File: src/rtl/pipe_skid_reg.sv
// Pipeline stage register with valid/ready handshake, two-entry skid buffer,
// synchronous flush and an optional stall counter (enabled by PIPE_STALL_CNT_EN).
module pipe_skid_reg #(
    parameter int               WIDTH     = 32,
    parameter logic [WIDTH-1:0] RESET_VAL = '0,
    parameter int               CNT_W     = 16
) (
    input  logic             clk,
    input  logic             rst,
    input  logic             flush,
    input  logic             in_valid,
    output logic             in_ready,
    input  logic [WIDTH-1:0] in_data,
    output logic             out_valid,
    input  logic             out_ready,
    output logic [WIDTH-1:0] out_data,
    output logic [1:0]       occupancy,
    output logic [CNT_W-1:0] stall_cnt
);

    typedef enum logic [1:0] {
        EMPTY = 2'd0,
        ONE   = 2'd1,
        TWO   = 2'd2
    } state_t;

    state_t           state_q, state_d;
    logic             main_valid_q, skid_valid_q;
    logic [WIDTH-1:0] main_data_q, skid_data_q;
    logic             in_ready_q;

    logic in_fire, out_fire;
    logic load_main_in, load_main_skid, load_skid_in;

    assign in_fire  = in_valid & in_ready_q;
    assign out_fire = main_valid_q & out_ready;

    // State register; valid bits and in_ready are registered images of the next state
    always_ff @(posedge clk) begin
        if (rst || flush) begin
            state_q      <= EMPTY;
            main_valid_q <= 1'b0;
            skid_valid_q <= 1'b0;
            in_ready_q   <= 1'b1;
        end else begin
            state_q      <= state_d;
            main_valid_q <= (state_d != EMPTY);
            skid_valid_q <= (state_d == TWO);
            in_ready_q   <= (state_d != TWO);
        end
    end

    always_comb begin
        state_d = state_q;
        case (state_q)
            EMPTY: if (in_fire) state_d = ONE;
            ONE: begin
                if (in_fire && !out_fire)      state_d = TWO;
                else if (!in_fire && out_fire) state_d = EMPTY;
            end
            TWO:     if (out_fire) state_d = ONE;
            default: state_d = EMPTY;
        endcase
    end

    always_comb begin
        load_main_in   = 1'b0;
        load_main_skid = 1'b0;
        load_skid_in   = 1'b0;
        case (state_q)
            EMPTY: load_main_in = in_fire;
            ONE: begin
                load_main_in = in_fire & out_fire;
                load_skid_in = in_fire & ~out_fire;
            end
            TWO:     load_main_skid = out_fire;
            default: ;
        endcase
    end

    // Payload registers: hold unless loaded, so held output data stays stable
    always_ff @(posedge clk) begin
        if (rst || flush) begin
            main_data_q <= RESET_VAL;
            skid_data_q <= RESET_VAL;
        end else begin
            if (load_main_in)        main_data_q <= in_data;
            else if (load_main_skid) main_data_q <= skid_data_q;
            if (load_skid_in)        skid_data_q <= in_data;
        end
    end

    assign in_ready  = in_ready_q;
    assign out_valid = main_valid_q;
    assign out_data  = main_data_q;
    assign occupancy = state_q;

`ifdef PIPE_STALL_CNT_EN
    logic [CNT_W-1:0] stall_cnt_q;

    // Saturating; flush deliberately leaves the count alone
    always_ff @(posedge clk) begin
        if (rst)
            stall_cnt_q <= '0;
        else if (main_valid_q && !out_ready && (stall_cnt_q != {CNT_W{1'b1}}))
            stall_cnt_q <= stall_cnt_q + 1'b1;
    end

    assign stall_cnt = stall_cnt_q;
`else
    assign stall_cnt = '0;
`endif

    logic unused_skid_valid;
    assign unused_skid_valid = skid_valid_q;

endmodule

File: config.mk
export PLATFORM = sky130hd
export DESIGN_NAME = pipe_skid_reg
export DESIGN_NICKNAME = d
export VERILOG_FILES = /design/src/rtl/pipe_skid_reg.sv
export SDC_FILE = /design/constraint.sdc
export NUM_CORES = 1
export LEC_CHECK = 0
export ABC_AREA = 0
export CELL_PAD_IN_SITES_DETAIL_PLACEMENT = 1
export CELL_PAD_IN_SITES_GLOBAL_PLACEMENT = 1
export CORE_MARGIN = 8
export CORE_UTILIZATION = 35
export DETAILED_ROUTE_END_ITERATION = 12
export GPL_TIMING_DRIVEN = 1
export PLACE_DENSITY = 0.91
export SLEW_MARGIN = 15
export SYNTH_ARGS = -nofsm -noshare
export SYNTH_HDL_FRONTEND = slang
export SYNTH_SLANG_ARGS = --single-unit
File: constraint.sdc
create_clock -name clk -period 1.4 [get_ports clk]
set_input_delay 0.28 -clock clk [delete_from_list [all_inputs] [get_ports clk]]
set_output_delay 0.28 -clock clk [all_outputs]
set_load 0.01 [all_outputs]
==> results.txt, run 1 <==
----------------------------------------------------
[Synth]
  Cell types occupying the most area after synthesis ... sky130_fd_sc_hd__dfxtp_1, sky130_fd_sc_hd__a311oi_2, sky130_fd_sc_hd__nand2_1
  Share of flip-flops with an asynchronous set or reset ... 0%
  Commonest cells in the netlist ... sky130_fd_sc_hd__dfxtp_1, sky130_fd_sc_hd__nand2_1, sky130_fd_sc_hd__a21oi_1
  Cell taking the most area after synthesis ... sky130_fd_sc_hd__dfxtp_1
  Number of distinct library cell variants in the gate-level netlist after synthesis ... 28
  Cell Area, Synth ... 0.00323 sq mm
  Number of enable flip-flop cells after synthesis ... 0
  Sequential fraction of the synthesis area ... 42.2%
  Count of yosys warnings during synthesis ... 0
  Flop and latch count out of synthesis ... 68
  Leading cell type by number of instances after synthesis ... sky130_fd_sc_hd__dfxtp_1
  Most frequently used flop master after synthesis ... sky130_fd_sc_hd__dfxtp_1
  Number of standard cells after synthesis ... between 300 and 400
  Area fraction of the dominant cell type after synthesis ... 42.2%
  Avg Cell Area, Syn ... 8.73 sq um

[Timing]
  Setup repair after global routing missed its margin ... true
  Crit path time final ... between 1000 and 1500 ps
  Clock Skew ... roughly 9 ps
  Slack of the critical path ... -8.65 ps
  Accumulated negative setup slack ... -16.6 ps
  Final Max Slew Viols ... 0
  Final Cycle Share ... 101%
  Number of failing hold endpoints at the final stage ... 0
  Count of final setup violators ... 3
  Maximum frequency from static timing analysis ... 0.710 GHz

[Final layout]
  Final cell utilization of the core ... about 50%
  Post-route standard cell area excluding fillers ... 0.00454 sq mm
  Layout-stage area growth over the synthesis result ... 40.4%
  Nets@finish ... 485
  Diodes inserted ... 0
  Layout cell share with drive strength beyond 1 ... a little over a fifth

[Critical path]
  Critical path class ... flip-flop to flip-flop
  CP Capture Point ... out_data[8]
  CP Max Fanout ... 16
  Crit path capture type ... flip-flop
  Worst setup path startpoint ... occupancy[0]
  Data required time at the worst endpoint ... 1670 ps
  Critical R2R Capture ... out_data[8]
  R2R cell count ... 4
  Setup slack on the worst flop-to-flop path ... -9 ps
  Critical path launch point type ... flip-flop
  Arrival @ worst endpoint ... 1680 ps
  Startpoint of the worst register-to-register path ... occupancy[0]

[GRT]
  Pin count of the biggest net entering global routing ... 33
  Antenna violations before repair ... 0
  Total global-route track usage ... 17.2%
  Sum of overflow across all layers after global routing ... 0
  Global-route wire length before repair ... 17600 um
  Vias in the first global route ... 3438

[Floorplanning]
  Number of I/O pins ... 89
  Horizontal die dimension ... roughly 110 um
  Standard-cell rows ... 35
  Die Height ... ~110 um
  Starting density of the core ... 35.5%
  Floorplan die area ... between 0.01 and 0.015 sq mm
  Core ar. ... ~0.0091 sq mm

[Power]
  Clock Power Share ... 42.8%
  Combinational share of power ... 15.2%
  Sequential Power Share ... 41.9%
  Power per cell area ... ~1100 mW/mm^2
  Overall power consumption ... 4830 uW
  Leakage power ... 0.00166 uW
  Int Pwr ... 3610 uW
  Sw power ... 1230 uW
  Worst-case vdd ir drop ... 404 uV
  Share of total power consumed by net switching ... 25.3%

[Detailed routing]
  Final routed wirelength across all metal layers ... 11500 um
  Number of routed nets with antenna violations ... 0
  Post-detailed-route via-to-cell ratio ... 5.57
  Vias post-DR ... 3144
  Iter 0 DRT Violations ... between 100 and 150
  Post-route DRC violation count ... 0
  First-pass iteration count of the detailed router ... 4
  Mean routed wirelength per cell ... 20.5 um

[CTS]
  CTS tree ... done
  Number of levels the H-tree was split into ... 3
  CTS buffer count ... 9
  Number of sinks driven by the clock tree ... 68
  CTS clock-pin slew for the worst setup and hold paths ... 70 ps
  Clk buf depth ... 2
  Root buffer cell ... sky130_fd_sc_hd__clkbuf_8
  Total of hold buffers inserted after clock tree synthesis ... 0
  Clock latency at the later pin of the worst-skew pair ... between 300 and 400 ps

[Placed design]
  Setup slack at placement ... -384 ps
  Placement Cell Area ... 0.00409 sq mm
  Final RePlAce weighted congestion ... 0.796
  IO buf count ... 72
  Detailed Place HPWL ... 7110 um

[Worst hold path]
  Hold/Removal Path Class ... flip-flop to flip-flop

[Outcome]
  Violated checks ... negative setup slack
  Outcome ... finished with violations

[Flow run]
  Max-cap violations ... 0

----------------------------------------------------
## state kept, by name, summed over array words and instances, names as in the netlist
register / cells
in_ready: 1
occupancy: 2
out_data: 32
out_valid: 1
skid_data_q: 32
## per-layer routing
layer	GRT usage, %	vias to the layer above	routed length (um)	part of all wire (%)
met5	0	-	0	0
met4	8.27	0	349	3.0
met3	4.51	28	623	5.4
met2	31.0	91	5800	50
met1	18.4	1570	4770	41
li1	-	1455	-	-
## layout make-up
type,count,area (sq um)
Timing Repair Buffer,107,1180
Fill cell,1083,4570
Tap cell,111,139
Clock buffer,12,155
Sequential cell,68,1370
Clock inverter,4,95.1
Multi-Input combinational cell,262,1590
## logic make-up after synthesis
| logic type | Yosys count | synth area share [%] |
|---|---|---|
| flops | 68 | 42.2 |
| other cells | 1 | 0.116 |
| simple gates | 142 | 20.2 |
| compound gates | 104 | 26.4 |
| buf+inv | 55 | 11.1 |
## power by group through the flow
stage	logic, uW	clock network (uW)	registers [uW]
2_1_floorplan	372	0	2090
3_3_place_gp	685	0	2070
3_5_place_dp	707	0	2070
4_1_cts	714	2080	2030
5_1_grt	781	2170	2030
6_report	736	2070	2030
## through the flow
stage                     cells  hold slack (ps)
final                       564              485
after global routing        564              500
after CTS                   556              483
after detailed placement    537              472
after global placement      537              461
after floorplan             385              397
## critical path, cell delays in order (launching register included)
cell	delay [ps]
sky130_fd_sc_hd__dfxtp_4	370
sky130_fd_sc_hd__and4b_2	410
sky130_fd_sc_hd__clkbuf_16	230
sky130_fd_sc_hd__nand2_1	80
sky130_fd_sc_hd__a311oi_2	240
## how the worst min path moves through the flow
stage                     from         endpoint  slack (ps)  cells past startpoint
3_3_place_gp    skid_data_q[5]   skid_data_q[5]         460                      2
4_1_cts        skid_data_q[30]  skid_data_q[30]         480                      2
5_1_grt        skid_data_q[30]  skid_data_q[30]         500                      2
3_5_place_dp   skid_data_q[30]  skid_data_q[30]         470                      2
6_report        skid_data_q[1]   skid_data_q[1]         480                      2
2_1_floorplan              rst         in_ready         400                      2
## cell usage in the layout (no fill, tap or decap), types with 2 or more instances in the layout
| cell type | n |
|---|---|
| sky130_fd_sc_hd__buf_12 | 9 |
| sky130_fd_sc_hd__dfxtp_2 | 2 |
| sky130_fd_sc_hd__a21oi_2 | 3 |
| sky130_fd_sc_hd__dlygate4sd2_1 | 37 |
| sky130_fd_sc_hd__bufbuf_16 | 2 |
| sky130_fd_sc_hd__clkbuf_16 | 4 |
| sky130_fd_sc_hd__a311oi_2 | 32 |
| sky130_fd_sc_hd__clkdlybuf4s50_1 | 35 |
| sky130_fd_sc_hd__o21ai_0 | 25 |
| sky130_fd_sc_hd__nand2_1 | 64 |
| sky130_fd_sc_hd__nor2_1 | 2 |
| sky130_fd_sc_hd__conb_1 | 16 |
| sky130_fd_sc_hd__dfxtp_1 | 64 |
| sky130_fd_sc_hd__o21ai_1 | 9 |
| sky130_fd_sc_hd__nand3_1 | 32 |
| sky130_fd_sc_hd__buf_4 | 17 |
| sky130_fd_sc_hd__a21oi_1 | 31 |
| sky130_fd_sc_hd__clkbuf_8 | 11 |
| sky130_fd_sc_hd__dfxtp_4 | 2 |
| sky130_fd_sc_hd__bufinv_16 | 3 |
| sky130_fd_sc_hd__nand3b_1 | 2 |
| sky130_fd_sc_hd__nor3_1 | 32 |
| sky130_fd_sc_hd__buf_6 | 3 |
| sky130_fd_sc_hd__nand2_2 | 3 |
## what timing repair did
action	4_1_cts	5_1_grt
resized for setup	45	7
pin swaps	0	8
setup endpoints to repair	56	39
gates cloned	2	4
buffers inserted	1	4
No activity file was read; power rests on OpenSTA's default activity.
==> inputs of run 2 (changes only) <==
REMOVE_ABC_BUFFERS = 1   (was default)
==> run 2 against run 1 <==
Net effect: the run now ends clean; global-route usage fell by 0.87 points; sequential cell count stayed put; cell count is 0.71% lower; clock-buffer cell count decreased by 2; total power shrank 8.1%; largest power group is now registers.
==> results.txt, run 2 (synthesized netlist as in run 1, its figures left out) <==
----------------------------------------------------
[Detailed routing]
  Post-detailed-route via-to-cell ratio ... roughly 5.5
  Vias post-DR ... 3080
  First-pass iteration count of the detailed router ... 5
  Mean routed wirelength per cell ... a little under 20 um
  Number of routed nets with antenna violations ... 0
  Post-route DRC violation count ... 0
  Final routed wirelength across all metal layers ... 11100 um
  Iter 0 DRT Violations ... between 90 and 100

[Floorplanning]
  Die Height ... 112 um
  Number of I/O pins ... ~90
  Starting density of the core ... 35.5%
  Floorplan die area ... around 0.013 sq mm
  Standard-cell rows ... 35
  Core ar. ... 0.00911 sq mm
  Horizontal die dimension ... 112 um

[Critical path]
  Crit path capture type ... flip-flop
  Critical path launch point type ... flip-flop
  CP Max Fanout ... 8
  Arrival @ worst endpoint ... about 1600 ps
  Data required time at the worst endpoint ... 1660 ps
  Critical path class ... flip-flop to flip-flop

[GRT]
  Global-route wire length before repair ... around 17000 um
  Vias in the first global route ... approximately 3400
  Sum of overflow across all layers after global routing ... 0
  Pin count of the biggest net entering global routing ... 35
  Total global-route track usage ... ~16%
  Antenna violations before repair ... 0

[Placed design]
  Final RePlAce weighted congestion ... a little under 0.8
  Detailed Place HPWL ... 7020 um
  Total placed cells including tap cells ... 534
  IO buf count ... 72

[Timing]
  Maximum frequency from static timing analysis ... 0.731 GHz
  Accumulated negative setup slack ... 0 ps
  Final Cycle Share ... 97.7%
  Count of final setup violators ... 0
  Crit path time final ... 1370 ps
  Final Max Slew Viols ... 0
  Clock Skew ... 12.0 ps
  Setup repair after global routing missed its margin ... true
  Number of failing hold endpoints at the final stage ... 0

[Power]
  Power per cell area ... slightly below 1000 mW/mm^2
  Leakage power ... around 0.0016 uW
  Overall power consumption ... 4440 uW
  Worst-case vdd ir drop ... 463 uV

[Final layout]
  Nets@finish ... 481
  Layout cell share with drive strength beyond 1 ... 20.0%
  Most common cell after layout, fill and taps aside ... sky130_fd_sc_hd__nand2_1
  Layout-stage area growth over the synthesis result ... 38.5%
  Diodes inserted ... 0
  Post-route non-filler standard cell count ... 560
  Most frequent cells in the layout ... sky130_fd_sc_hd__nand2_1, sky130_fd_sc_hd__dfxtp_1, sky130_fd_sc_hd__dlygate4sd2_1

[Worst hold path]
  Hold/Removal Path Class ... flip-flop to flip-flop

[CTS]
  CTS clock-pin slew for the worst setup and hold paths ... 80 ps
  Number of sinks driven by the clock tree ... 68
  Root buffer cell ... sky130_fd_sc_hd__clkbuf_8
  Clk buf depth ... 2
  Clock latency at the later pin of the worst-skew pair ... 360 ps
  CTS tree ... done
  CTS buffer count ... 9
  Number of levels the H-tree was split into ... 3
  Total of hold buffers inserted after clock tree synthesis ... 0

[Flow run]
  Max-cap violations ... 0

[Outcome]
  Outcome ... completed

----------------------------------------------------
## run 2: path summary, 6_finish.rpt
| kind | start | to | slack [ps] | cells after the start |
|---|---|---|---|---|
| setup reg to reg | out_valid | out_data[19] | 30 | 6 |
| hold / removal | skid_data_q[20] | skid_data_q[20] | 480 | 2 |
| hold reg to reg | skid_data_q[20] | skid_data_q[20] | 480 | 2 |
| setup / recovery | out_valid | out_data[19] | 30 | 6 |
## run 2: timing repair
| action | in CTS | in global routing |
|---|---|---|
| endpoints found under the setup margin | 45 | 27 |
| pin swaps | 1 | 4 |
| resized for setup | 41 | 19 |
| gates cloned | 0 | 7 |
| setup buffers | 0 | 3 |
## run 2: metrics by stage
step           instance area [sq um]  util, %  setup slack (ps)  hold WS [ps]
6_report                        4470     49.1              32.5           479
3_3_place_gp                    4090     44.9              -289           460
5_1_grt                         4470     49.1             -25.5           500
4_1_cts                         4260     46.8             0.710           481
2_1_floorplan                   2930        -             -1900           397
3_5_place_dp                    4090     44.9              -402           469
## run 2: report_power, final
| part | total, uW | internal [uW] | switching (uW) | leakage (uW) |
|---|---|---|---|---|
| Clock | 1680 | 868 | 815 | 0.0000983 |
| Sequential | 2030 | 1990 | 35.8 | 0.000554 |
| Combinational | 732 | 340 | 392 | 0.000969 |
## run 2: worst max-delay path, stage by stage (launching register included)
cell	delay (ps)
sky130_fd_sc_hd__dfxtp_2	360
sky130_fd_sc_hd__buf_4	150
sky130_fd_sc_hd__nand4b_1	110
sky130_fd_sc_hd__buf_6	150
sky130_fd_sc_hd__buf_8	140
sky130_fd_sc_hd__nand2_1	80
sky130_fd_sc_hd__a311oi_2	270
## run 2: layout make-up
class / count / area, sq um
Fill cell: 1046 / 4640
Multi-Input combinational cell: 262 / 1600
Sequential cell: 68 / 1370
Timing Repair Buffer: 103 / 1170
Tap cell: 111 / 139
Clock buffer: 10 / 138
Clock inverter: 6 / 63.8
## run 2: routing by layer
| layer | track usage, % | routed length [um] |
|---|---|---|
| met1 | 17.3 | 4540 |
| met2 | 29.7 | 5750 |
| met3 | 4.72 | 560 |
| met4 | 7.01 | 201 |
| met5 | 0 | 0 |
